$ cat config.mk
export PLATFORM = sky130hd
export DESIGN_NAME = ymbus_sched
export DESIGN_NICKNAME = d
export VERILOG_FILES = /design/src/rtl/ymbus_sched_pkg.sv /design/src/rtl/ymbus_fifo.sv /design/src/rtl/ymbus_sched.sv
export SDC_FILE = /design/constraint.sdc
export NUM_CORES = 1
export LEC_CHECK = 0
export ABC_AREA = 1
export CORE_AREA = 2 2 98 100
export CTS_BUF_LIST = sky130_fd_sc_hd__clkbuf_4
export CTS_CLUSTER_DIAMETER = 100
export CTS_CLUSTER_SIZE = 12
export DETAILED_ROUTE_END_ITERATION = 16
export DIE_AREA = 0 0 100 102
export GPL_TIMING_DRIVEN = 0
export HOLD_SLACK_MARGIN = 0.12
export PLACE_DENSITY = 0.65
export SLEW_MARGIN = 40
export SYNTH_ARGS = -nofsm -noshare
export SYNTH_HDL_FRONTEND = slang
export SYNTH_SLANG_ARGS = --single-unit
$ cat constraint.sdc
create_clock -name clk -period 3.75 [get_ports clk]
set_input_delay 0.375 -clock clk [delete_from_list [all_inputs] [get_ports clk]]
set_output_delay 0.375 -clock clk [all_outputs]
set_load 0.05 [all_outputs]
$ cat src/rtl/ymbus_sched_pkg.sv
// rtl/ymbus_sched_pkg.sv - shared types and constants for the YM/SAA write scheduler
package ymbus_sched_pkg;

  localparam logic [1:0] DEV_YM0  = 2'd0;
  localparam logic [1:0] DEV_YM1  = 2'd1;
  localparam logic [1:0] DEV_SAA  = 2'd2;
  localparam logic [1:0] DEV_RSVD = 2'd3;

  localparam int REC_W = 11;
  localparam int T_YM_AWAIT_DEF = 272;
  localparam int T_YM_DWAIT_DEF = 1328;
  localparam int T_SAA_WAIT_DEF = 8;

  typedef enum logic [1:0] {ST_IDLE, ST_SETUP, ST_STROBE, ST_HOLD} state_t;

  typedef struct packed {
    logic [1:0] dev;
    logic       a0;
    logic [7:0] data;
  } wreq_t;

endpackage

$ cat src/rtl/ymbus_fifo.sv
// rtl/ymbus_fifo.sv - show-ahead request queue; AW=0 collapses to a single holding register
module ymbus_fifo
  import ymbus_sched_pkg::*;
#(
  parameter int AW = 2
) (
  input  logic  clk,
  input  logic  rst,
  input  logic  push,
  input  logic  pop,
  input  wreq_t din,
  output wreq_t head,
  output logic  full,
  output logic  empty
);

  if (AW == 0) begin : g_reg
    logic  vld;
    wreq_t r;

    assign full  = vld;
    assign empty = !vld;
    assign head  = r;

    always_ff @(posedge clk) begin
      if (rst) begin
        vld <= 1'b0;
        r   <= '0;
      end else begin
        if (pop && vld)
          vld <= 1'b0;
        if (push && !vld) begin
          vld <= 1'b1;
          r   <= din;
        end
      end
    end
  end else begin : g_ring
    localparam int DEPTH = 1 << AW;
    wreq_t       mem [DEPTH];
    logic [AW:0] wr_ptr, rd_ptr;

    // Extra pointer bit distinguishes full from empty when the indices match.
    assign empty = (wr_ptr == rd_ptr);
    assign full  = (wr_ptr[AW] != rd_ptr[AW]) && (wr_ptr[AW-1:0] == rd_ptr[AW-1:0]);
    assign head  = mem[rd_ptr[AW-1:0]];

    always_ff @(posedge clk) begin
      if (push && !full)
        mem[wr_ptr[AW-1:0]] <= din;
    end

    always_ff @(posedge clk) begin
      if (rst) begin
        wr_ptr <= '0;
        rd_ptr <= '0;
      end else begin
        if (push && !full)
          wr_ptr <= wr_ptr + 1'b1;
        if (pop && !empty)
          rd_ptr <= rd_ptr + 1'b1;
      end
    end
  end

endmodule

$ cat src/rtl/ymbus_sched.sv
// rtl/ymbus_sched.sv - YM2203/SAA1099 local-bus write scheduler with recovery timing
// YMBUS_SCHED_FIFO_EN selects a 2^FIFO_AW queue; otherwise a single holding register.
module ymbus_sched
  import ymbus_sched_pkg::*;
#(
  parameter int FIFO_AW    = 2,
  parameter int T_SETUP    = 3,
  parameter int T_WR       = 12,
  parameter int T_HOLD     = 3,
  parameter int T_YM_AWAIT = T_YM_AWAIT_DEF,
  parameter int T_YM_DWAIT = T_YM_DWAIT_DEF,
  parameter int T_SAA_WAIT = T_SAA_WAIT_DEF
) (
  input  logic       clk,
  input  logic       rst,
  input  logic       req_valid,
  output logic       req_ready,
  input  logic [1:0] req_dev,
  input  logic       req_a0,
  input  logic [7:0] req_data,
  input  logic       bus_hold,
  output logic [7:0] d_out,
  output logic       d_oe,
  output logic       yma0,
  output logic       ymcs0_n,
  output logic       ymcs1_n,
  output logic       ymwr_n,
  output logic       saaa0,
  output logic       saacs_n,
  output logic       saawr_n,
  idle
);

`ifdef YMBUS_SCHED_FIFO_EN
  localparam bit FIFO_EN = 1'b1;
`else
  localparam bit FIFO_EN = 1'b0;
`endif

  wreq_t            head, cur;
  logic             full, empty, push, pop;
  logic             can_go, launch, discard, head_free, hold_done;
  logic             active, ym0_sel, ym1_sel, saa_sel, strobe;
  state_t           state;
  logic [7:0]       phase;
  logic [REC_W-1:0] rec [3];
  logic [REC_W-1:0] rec_load;

  assign req_ready = !full;
  assign push      = req_valid && !full;

  ymbus_fifo #(.AW(FIFO_EN ? FIFO_AW : 0)) u_fifo (
    .clk   (clk),
    .rst   (rst),
    .push  (push),
    .pop   (pop),
    .din   ('{dev: req_dev, a0: req_a0, data: req_data}),
    .head  (head),
    .full  (full),
    .empty (empty)
  );

  always_comb begin
    head_free = 1'b1;
    case (head.dev)
      DEV_YM0: head_free = (rec[0] == '0);
      DEV_YM1: head_free = (rec[1] == '0);
      DEV_SAA: head_free = (rec[2] == '0);
      default: head_free = 1'b1;
    endcase
  end

  assign can_go    = (state == ST_IDLE) && !empty && !bus_hold;
  assign discard   = can_go && (head.dev == DEV_RSVD);
  assign launch    = can_go && (head.dev != DEV_RSVD) && head_free;
  assign pop       = launch || discard;
  assign hold_done = (state == ST_HOLD) && (phase == 8'd0);
  assign rec_load  = (cur.dev == DEV_SAA) ? REC_W'(T_SAA_WAIT)
                   : (cur.a0 ? REC_W'(T_YM_DWAIT) : REC_W'(T_YM_AWAIT));

  always_ff @(posedge clk) begin
    if (rst) begin
      state <= ST_IDLE;
      phase <= 8'd0;
      cur   <= '0;
    end else begin
      case (state)
        ST_IDLE: if (launch) begin
          cur   <= head;
          phase <= 8'(T_SETUP - 1);
          state <= ST_SETUP;
        end
        ST_SETUP: if (phase == 8'd0) begin
          phase <= 8'(T_WR - 1);
          state <= ST_STROBE;
        end else phase <= phase - 8'd1;
        ST_STROBE: if (phase == 8'd0) begin
          phase <= 8'(T_HOLD - 1);
          state <= ST_HOLD;
        end else phase <= phase - 8'd1;
        default: if (phase == 8'd0) state <= ST_IDLE;
          else phase <= phase - 8'd1;
      endcase
    end
  end

  // Recovery reloads on the HOLD exit edge and otherwise runs down freely.
  always_ff @(posedge clk) begin
    for (int i = 0; i < 3; i++) begin
      if (rst)
        rec[i] <= '0;
      else if (hold_done && (cur.dev == 2'(i)))
        rec[i] <= rec_load;
      else if (rec[i] != '0)
        rec[i] <= rec[i] - 1'b1;
    end
  end

  assign active  = (state != ST_IDLE);
  assign strobe  = (state == ST_STROBE);
  assign ym0_sel = active && (cur.dev == DEV_YM0);
  assign ym1_sel = active && (cur.dev == DEV_YM1);
  assign saa_sel = active && (cur.dev == DEV_SAA);

  // Pins are a registered copy of the phase state, one cycle behind it.
  always_ff @(posedge clk) begin
    if (rst) begin
      ymcs0_n <= 1'b1;
      ymcs1_n <= 1'b1;
      saacs_n <= 1'b1;
      ymwr_n  <= 1'b1;
      saawr_n <= 1'b1;
      d_oe    <= 1'b0;
      d_out   <= 8'h00;
      yma0    <= 1'b0;
      saaa0   <= 1'b0;
    end else begin
      ymcs0_n <= !ym0_sel;
      ymcs1_n <= !ym1_sel;
      saacs_n <= !saa_sel;
      ymwr_n  <= !((ym0_sel || ym1_sel) && strobe);
      saawr_n <= !(saa_sel && strobe);
      d_oe    <= active;
      if (active)
        d_out <= cur.data;
      if (ym0_sel || ym1_sel)
        yma0 <= cur.a0;
      if (saa_sel)
        saaa0 <= cur.a0;
    end
  end

  assign idle = empty && (state == ST_IDLE) &&
                (rec[0] == '0) && (rec[1] == '0) && (rec[2] == '0);

endmodule

==> results of run 1 <==
[critical path: stages (launching register included)]
cell             delay, ns
dfxtp_1               0.39
inv_1                 0.10
ha_1                  0.33
clkbuf_1              0.42
nand3_1               0.17
nor4_1                0.37
clkdlybuf4s50_1       0.88
[final timing paths]
path	start	end	slack [ns]	cells past startpoint
max	state[0]	idle	0.27	6
min	rst	phase[0]	0.33	2
max reg2reg	state[0]	cur[0]	1.62	11
min reg2reg	u_fifo.head[3]	u_fifo.head[3]	0.47	2
[layout make-up]
cell class / instances / area share
clock buffers: 9 / 0.0148
well taps: 111 / 0.0304
plain buffers: 16 / 0.0164
repair buffers: 31 / 0.0679
multi-input cells: 345 / 0.387
inverters: 49 / 0.0402
flip-flops and latches: 82 / 0.431
clock inverters: 7 / 0.0118
[layer usage]
layer,vias up,track usage,routed length [um],part of all wire
li1,1707,-,-,-
met1,1578,0.223,4140,0.48
met2,46,0.299,4080,0.47
met3,10,0.0363,268,0.031
met4,0,0.0664,110,0.013
met5,-,0,0,0
[cells in the final DEF (no fill, tap or decap), drive strengths merged]
master and n:
nor2 93, xor2 9, nor3 4, nor3b 4, inv 51, dfxtp 49, o21a 1, buf 5
clkbuf 20, nand3b 2, nand4 3, xnor2 11, nor4 2, clkdlybuf4s50 31, nand2 72, o31ai 2
a21oi 45, o21ai 40, ha 13, clkinv 5, or2 2, edfxtp 33, o211ai 5, nand3 37
[power by group through the flow]
stage / clock network, mW / logic, mW / registers (mW)
after CTS: 0.490 / 1.51 / 1.34
after detailed placement: 0 / 1.50 / 1.37
after floorplan: 0 / 1.02 / 1.48
after global placement: 0 / 1.47 / 1.36
after global routing: 0.523 / 1.70 / 1.38
final: 0.477 / 1.50 / 1.34
[flip-flops by register name, summed over array words and instances (netlist names), 2 cells and up]
signal / flops
rec: 33
u_fifo.head: 11
phase: 8
state: 2
d_out: 8
cur: 11
[kinds of logic (layout without fill, tap and decap cells)]
logic type                 Yosys count  after routing
DFF                                 82             82
buffers and inverters               65            112
AOI/OAI and AO/OA                   93             93
xor gates and xnor gates            20             20
and+or+nand+nor                    219            219
adders and majority gates           13             13
==> results.ini, run 1 <==
[outcome]
status=finished clean

[placement]
placed_cell_area_sq_mm=0.00445
dp_slack_ns=0.815
gp_congestion=0.862
dp.cells=634
port_buffers=31
post-dp-hpwl_mm=6.06

[global_routing]
grt_max_degree=16
antenna_found_initial=0
grt_pass1_vias=3111
grt_overflow=0
grt_pass1_wl_mm=14.2
grt_use_total=0.176

[power_and_ir_drop]
power_frac_seq=0.404
power.total_mw=3.33
ir_drop_mv=0.327
clockPowerShare=0.143
p_sw_frac=0.434
cellInternalPower_mw=1.88
switchingPower_mw=1.44
p_per_area_mw_per_mm2=728
p_comb_frac=0.452
leakage_nw=1.89

[floorplan]
num_rows=35
fp.dieW_um=100
coreArea_sq_mm=0.00911
dieArea_sq_mm=0.0102
initial_core_util=0.439
io_pins=33
dieHeight_um=102

[critical_path]
worst-setup-path-type=reg -> out
cp.required_ns=3.38
cp-end-kind=primary output
crit_fanout=10
crit_path_start_kind=flip-flop
arrival_ns=3.10

[detailed_routing]
route.detailed.drc=0
num_vias=3341
dr.pass1.iters=5
ant_nets=0
first_iter_violations=135
drt_wl_total_mm=8.60
wire_per_inst_um=13.2
avgViaCountPerCell=5.14

[run]
maxCapViolCount=0

[cells_and_area]
areaGrowthSynthToFinish_pct=14.3
num_antenna_cells=0
multi_input_area_sq_mm=0.00177
final_cells=650
fin_area_sq_mm=0.00457
n_fill_cell=907
nNetsFinal=562
post_route_cells_drive_above_1_share=0.0575
ff_latch_area_sq_mm=0.00197
fin_util=0.502

[sta]
hold_viol=0
period_needed_ns=3.48
max_freq_mhz=288
relSlewSlack=0.630
worstMarginPinSlew_ns=0.553
fin_skew_ns=0.0199
setup-tns-final_ns=0
min_period_over_period=0.927
fin_ws_ns=0.272
timing.hold.ws_ns=0.332
final-setup-viol-count=0
rsz0062_at_grt=false
slew_violations=0

[clocking]
path_clk_slew_ns=0.14
cts_setup_buffers=0
clock_latency_ns=0.45
cts_tree=built
postCtsHoldBufs=0
cts_sinks=82
cts_max_level=3
clock_path_buffers=2
root_buffer=clkbuf_4
postCtsResizedCells=0
cts_made_buffers=9

[logic_synthesis]
ys_top_cells_by_count=nor2_1 (89), nand2_1 (70), dfxtp_1 (49), inv_1 (46), a21oi_1 (45)
syn_area_sq_mm=0.00400
yosysWarnings=0
synth-main-ff-cell=dfxtp_1
ys_ff_latch=82
yosys.area_share.simple=0.236
synth_top_area_frac=0.248
synthAdderAreaFrac=0.0407
synthDistinctLibCells=31
synth_compound_area_frac=0.121
syn_inst=492
yosysSeqAreaShare=0.493
synth_xor_area_frac=0.0438
synth_fp_nets=520
synthTopCellsByArea=edfxtp_1 (25%), dfxtp_1 (25%), nor2_1 (8.4%), nand2_1 (6.6%), a21oi_1 (5.6%)
synth_edf_count=33
syn_avg_cell_area_sq_um=8.13
synth_top_family_by_area=simple AND/OR/NAND/NOR gates
synth_top_cell_by_area=edfxtp_1
synth.most_common_cell=nor2_1
async_flop_share=0
synthMuxAreaShare=0

[hold_path]
hold_path.class=in -> reg

(Power assumes the default switching activity.)
==> inputs of run 2 (changes only) <==
- CORE_AREA: 2 2 98 100 -> 2 2 110 112
- DIE_AREA: 0 0 100 102 -> 0 0 112 114
- PLACE_DENSITY: 0.65 -> 0.54
- SKIP_CTS_REPAIR_TIMING: default -> 1
==> results.ini, run 2 (synthesized netlist as in run 1, its figures left out) <==
[floorplan]
io_pins=33
dieHeight_um=114
coreArea_sq_mm=0.0117
num_rows=40
dieArea_sq_mm=0.0128
fp.dieW_um=112
initial_core_util=0.342

[critical_path]
crit_path_start_kind=flip-flop
r2r_cells=7
reg2reg_to=rec[2][0]
reg2reg_from=phase[0]
worst-setup-path-type=reg -> out
arrival_ns=3.08
crit_fanout=10
cp.required_ns=3.38
cp-end-kind=primary output
ff2ff_setup_slack_ns=1.59

[detailed_routing]
drt_wl_total_mm=8.76
avgViaCountPerCell=4.76
first_iter_violations=141
ant_nets=0
num_vias=3266
wire_per_inst_um=12.8
route.detailed.drc=0
dr.pass1.iters=4

[sta]
fin_skew_ns=0.0118
min_period_over_period=0.923
final-setup-viol-count=0
setup-tns-final_ns=0
hold_viol=0
period_needed_ns=3.46
max_freq_mhz=289
rsz0062_at_grt=false
slew_violations=0
relSlewSlack=0.624
worstMarginPinSlew_ns=0.563

[cells_and_area]
n_fill_cell=1219
multi_input_area_sq_mm=0.00177
largest_register=rec
num_antenna_cells=0
post_route_cells_drive_above_1_share=0.0594
ff_latch_area_sq_mm=0.00197
final_cells=686
nNetsFinal=562
final_cell_mix=nor2_1 (89), nand2_1 (70), dfxtp_1 (49)
areaGrowthSynthToFinish_pct=15.3
largest_register_ffs=33
final_common_cell=nor2_1

[clocking]
root_buffer=clkbuf_4
cts_tree=built
cts_made_buffers=9
cts_sinks=82
cts_max_level=3
clock_latency_ns=0.45
clock_path_buffers=2
path_clk_slew_ns=0.13

[hold_path]
min_to=phase[0]
holdPathStages=2
hp-start=rst
hold_path.class=in -> reg

[global_routing]
grt_pass1_wl_mm=14.9
antenna_found_initial=0
grt_max_degree=16
grt_overflow=0
grt_use_total=0.146
grt_pass1_vias=3208

[power_and_ir_drop]
p_comb_frac=0.452
p_per_area_mw_per_mm2=722
cellInternalPower_mw=1.88
clockPowerShare=0.145
leakage_nw=1.89
p_sw_frac=0.435
ir_drop_mv=0.262
switchingPower_mw=1.45
power_frac_seq=0.403

[outcome]
status=finished clean

[run]
maxCapViolCount=0

[placement]
port_buffers=31
post-dp-hpwl_mm=6.16
gp_congestion=0.824
dp.cells=670

[run 2: changes by cell type in the layout (fill, tap and decap cells not counted)]
cell      change
clkinv_1      -1
clkinv_2      +2
clkinv_4      -2
inv_4         +2
inv_2         -1
[run 2: power groups by stage]
stage | Combinational, mW | Sequential, mW | Clock (mW)
floorplan | 1.02 | 1.48 | 0
global route | 1.70 | 1.38 | 0.540
detailed placement | 1.51 | 1.37 | 0
CTS | 1.52 | 1.34 | 0.506
finish | 1.51 | 1.34 | 0.483
global placement | 1.49 | 1.36 | 0
[run 2: area by class of cell]
cell class / instances / share of cell area
Buffer: 16 / 0.0163
Multi-Input combinational cell: 345 / 0.384
Tap cell: 147 / 0.0399
Inverter: 49 / 0.0399
Sequential cell: 82 / 0.427
Timing Repair Buffer: 31 / 0.0673
Clock inverter: 7 / 0.0111
Clock buffer: 9 / 0.0146
[run 2: how the worst max path moves through the flow]
stage	from	end	slack (ns)
global route	state[0]	idle	0.05
global placement	state[0]	idle	0.79
finish	state[0]	idle	0.29
floorplan	state[0]	idle	0.84
CTS	state[0]	idle	0.22
detailed placement	state[0]	idle	0.74
[run 2: per-layer routing]
layer	vias to the layer above	part of all wire	wire, um	GRT usage
met3	9	0.029	257	0.0239
met4	0	0.016	140	0.0659
met1	1497	0.51	4430	0.191
met2	46	0.45	3930	0.239
met5	-	0	0	0
li1	1714	-	-	-
[run 2: worst max-delay path: stages (launching register included)]
cell	delay, ns
dfxtp_1	0.38
inv_1	0.10
ha_1	0.31
clkbuf_1	0.43
nand3_1	0.17
nor4_1	0.37
clkdlybuf4s50_1	0.88
[run 2: through the flow]
step	util	total power [mW]	hold WS, ns	setup slack, ns	instance area, sq um
floorplan	-	2.49	0.430	0.836	4000
global placement	0.384	2.85	0.439	0.786	4490
detailed placement	0.384	2.88	0.446	0.743	4490
CTS	0.394	3.37	0.356	0.223	4610
global route	0.394	3.61	0.367	0.0515	4610
finish	0.394	3.33	0.355	0.290	4610
==> inputs of run 3 (changes only) <==
- GPL_TIMING_DRIVEN: 0 -> default
- clock period: 3.75 -> 4.28 ns (I/O delays scaled with it)
==> results.ini, run 3 (synthesized netlist as in run 1, its figures left out) <==
[global_routing]
grt_pass1_vias=3080
grt_overflow=0
antenna_found_initial=0
grt_pass1_wl_mm=14.3
grt_max_degree=35
grt_use_total=0.138

[critical_path]
cp-end-kind=primary output
worst-setup-path-type=reg -> out
cp.required_ns=3.85
crit_fanout=16
crit_path_start_kind=flip-flop
arrival_ns=2.95

[placement]
gp_congestion=0.808
post-dp-hpwl_mm=5.89
dp_slack_ns=1.42
port_buffers=32

[detailed_routing]
first_iter_violations=159
num_vias=3197
route.detailed.drc=0
drt_wl_total_mm=8.38
wire_per_inst_um=12.5
ant_nets=0
avgViaCountPerCell=4.76
dr.pass1.iters=4

[floorplan]
io_pins=33
dieHeight_um=114
fp.dieW_um=112
initial_core_util=0.342
num_rows=40
coreArea_sq_mm=0.0117
dieArea_sq_mm=0.0128

[sta]
fin_skew_ns=0.0218
period_needed_ns=3.38
hold_viol=0
relSlewSlack=0.523
min_period_over_period=0.789
rsz0062_at_grt=false
fin_ws_ns=0.902
worstMarginPinSlew_ns=0.713
slew_violations=0
final-setup-viol-count=0
setup-tns-final_ns=0
timing.hold.ws_ns=0.463
max_freq_mhz=296

[run]
maxCapViolCount=0

[cells_and_area]
areaGrowthSynthToFinish_pct=14.6
final_common_cell=nor2_1
multi_input_area_sq_mm=0.00177
largest_register=rec
post_route_cells_drive_above_1_share=0.0552
n_fill_cell=1281
nNetsFinal=548
num_antenna_cells=0
ff_latch_area_sq_mm=0.00197
largest_register_ffs=33
final_cell_mix=nor2_1 (88), nand2_1 (70), dfxtp_1 (49)

[clocking]
path_clk_slew_ns=0.17
cts_tree=built
cts_max_level=3
cts_made_buffers=9
root_buffer=clkbuf_4
cts_sinks=82
clock_path_buffers=2
clock_latency_ns=0.46

[hold_path]
hold_path.class=reg -> reg

[power_and_ir_drop]
ir_drop_mv=0.225
leakage_nw=1.87
p_per_area_mw_per_mm2=639

[outcome]
status=finished clean

-- run 3: changes by cell type in the layout (fill, tap and decap cells not counted), sizes merged --
cell,before,now
buf,5,1
clkinv,4,3
clkbuf,20,9
clkdlybuf4s50,31,32
inv,52,53
-- run 3: through the flow --
step                cells  instance area, sq um  total power [mW]  utilization
finish                672                  4580              2.93        0.391
global placement      656                  4440              2.46        0.379
detailed placement    656                  4440              2.48        0.379
floorplan             492                  4000              2.19            -
CTS                   672                  4580              2.96        0.391
global route          672                  4580              3.18        0.391
-- run 3: metal layers --
metal / up-vias / track usage / wire, um
li1: 1683 / - / -
met1: 1458 / 0.183 / 4170
met2: 50 / 0.219 / 3820
met3: 6 / 0.0308 / 290
met4: 0 / 0.0569 / 94
met5: - / 0 / 0
-- run 3: area by class of cell --
cell class                 instances  area share
clock buffer                       9      0.0147
clock inverter                     7      0.0167
inverter                          49      0.0401
multi-input combinational        345       0.387
sequential                        82       0.430
tap                              147      0.0401
timing repair buffer              33      0.0715
-- run 3: where the power goes --
group / internal, mW / switching, mW
logic: 0.450 / 0.829
registers: 1.05 / 0.127
clock network: 0.142 / 0.330
total: 1.64 / 1.29
-- run 3: path summary, 6_finish.rpt --
kind | depth (start not counted) | slack, ns | to | start
setup reg to reg | 11 | 1.82 | phase[6] | state[1]
hold reg to reg | 2 | 0.46 | u_fifo.head[6] | u_fifo.head[6]
setup / recovery | 5 | 0.90 | idle | state[1]
hold / removal | 2 | 0.46 | u_fifo.head[6] | u_fifo.head[6]
-- run 3: critical path, stage by stage (launching register included) --
cell and delay [ns]:
dfxtp_1 0.39, inv_1 0.10, ha_1 0.54, nand3_1 0.15, nor4_1 0.43, clkdlybuf4s50_1 0.89
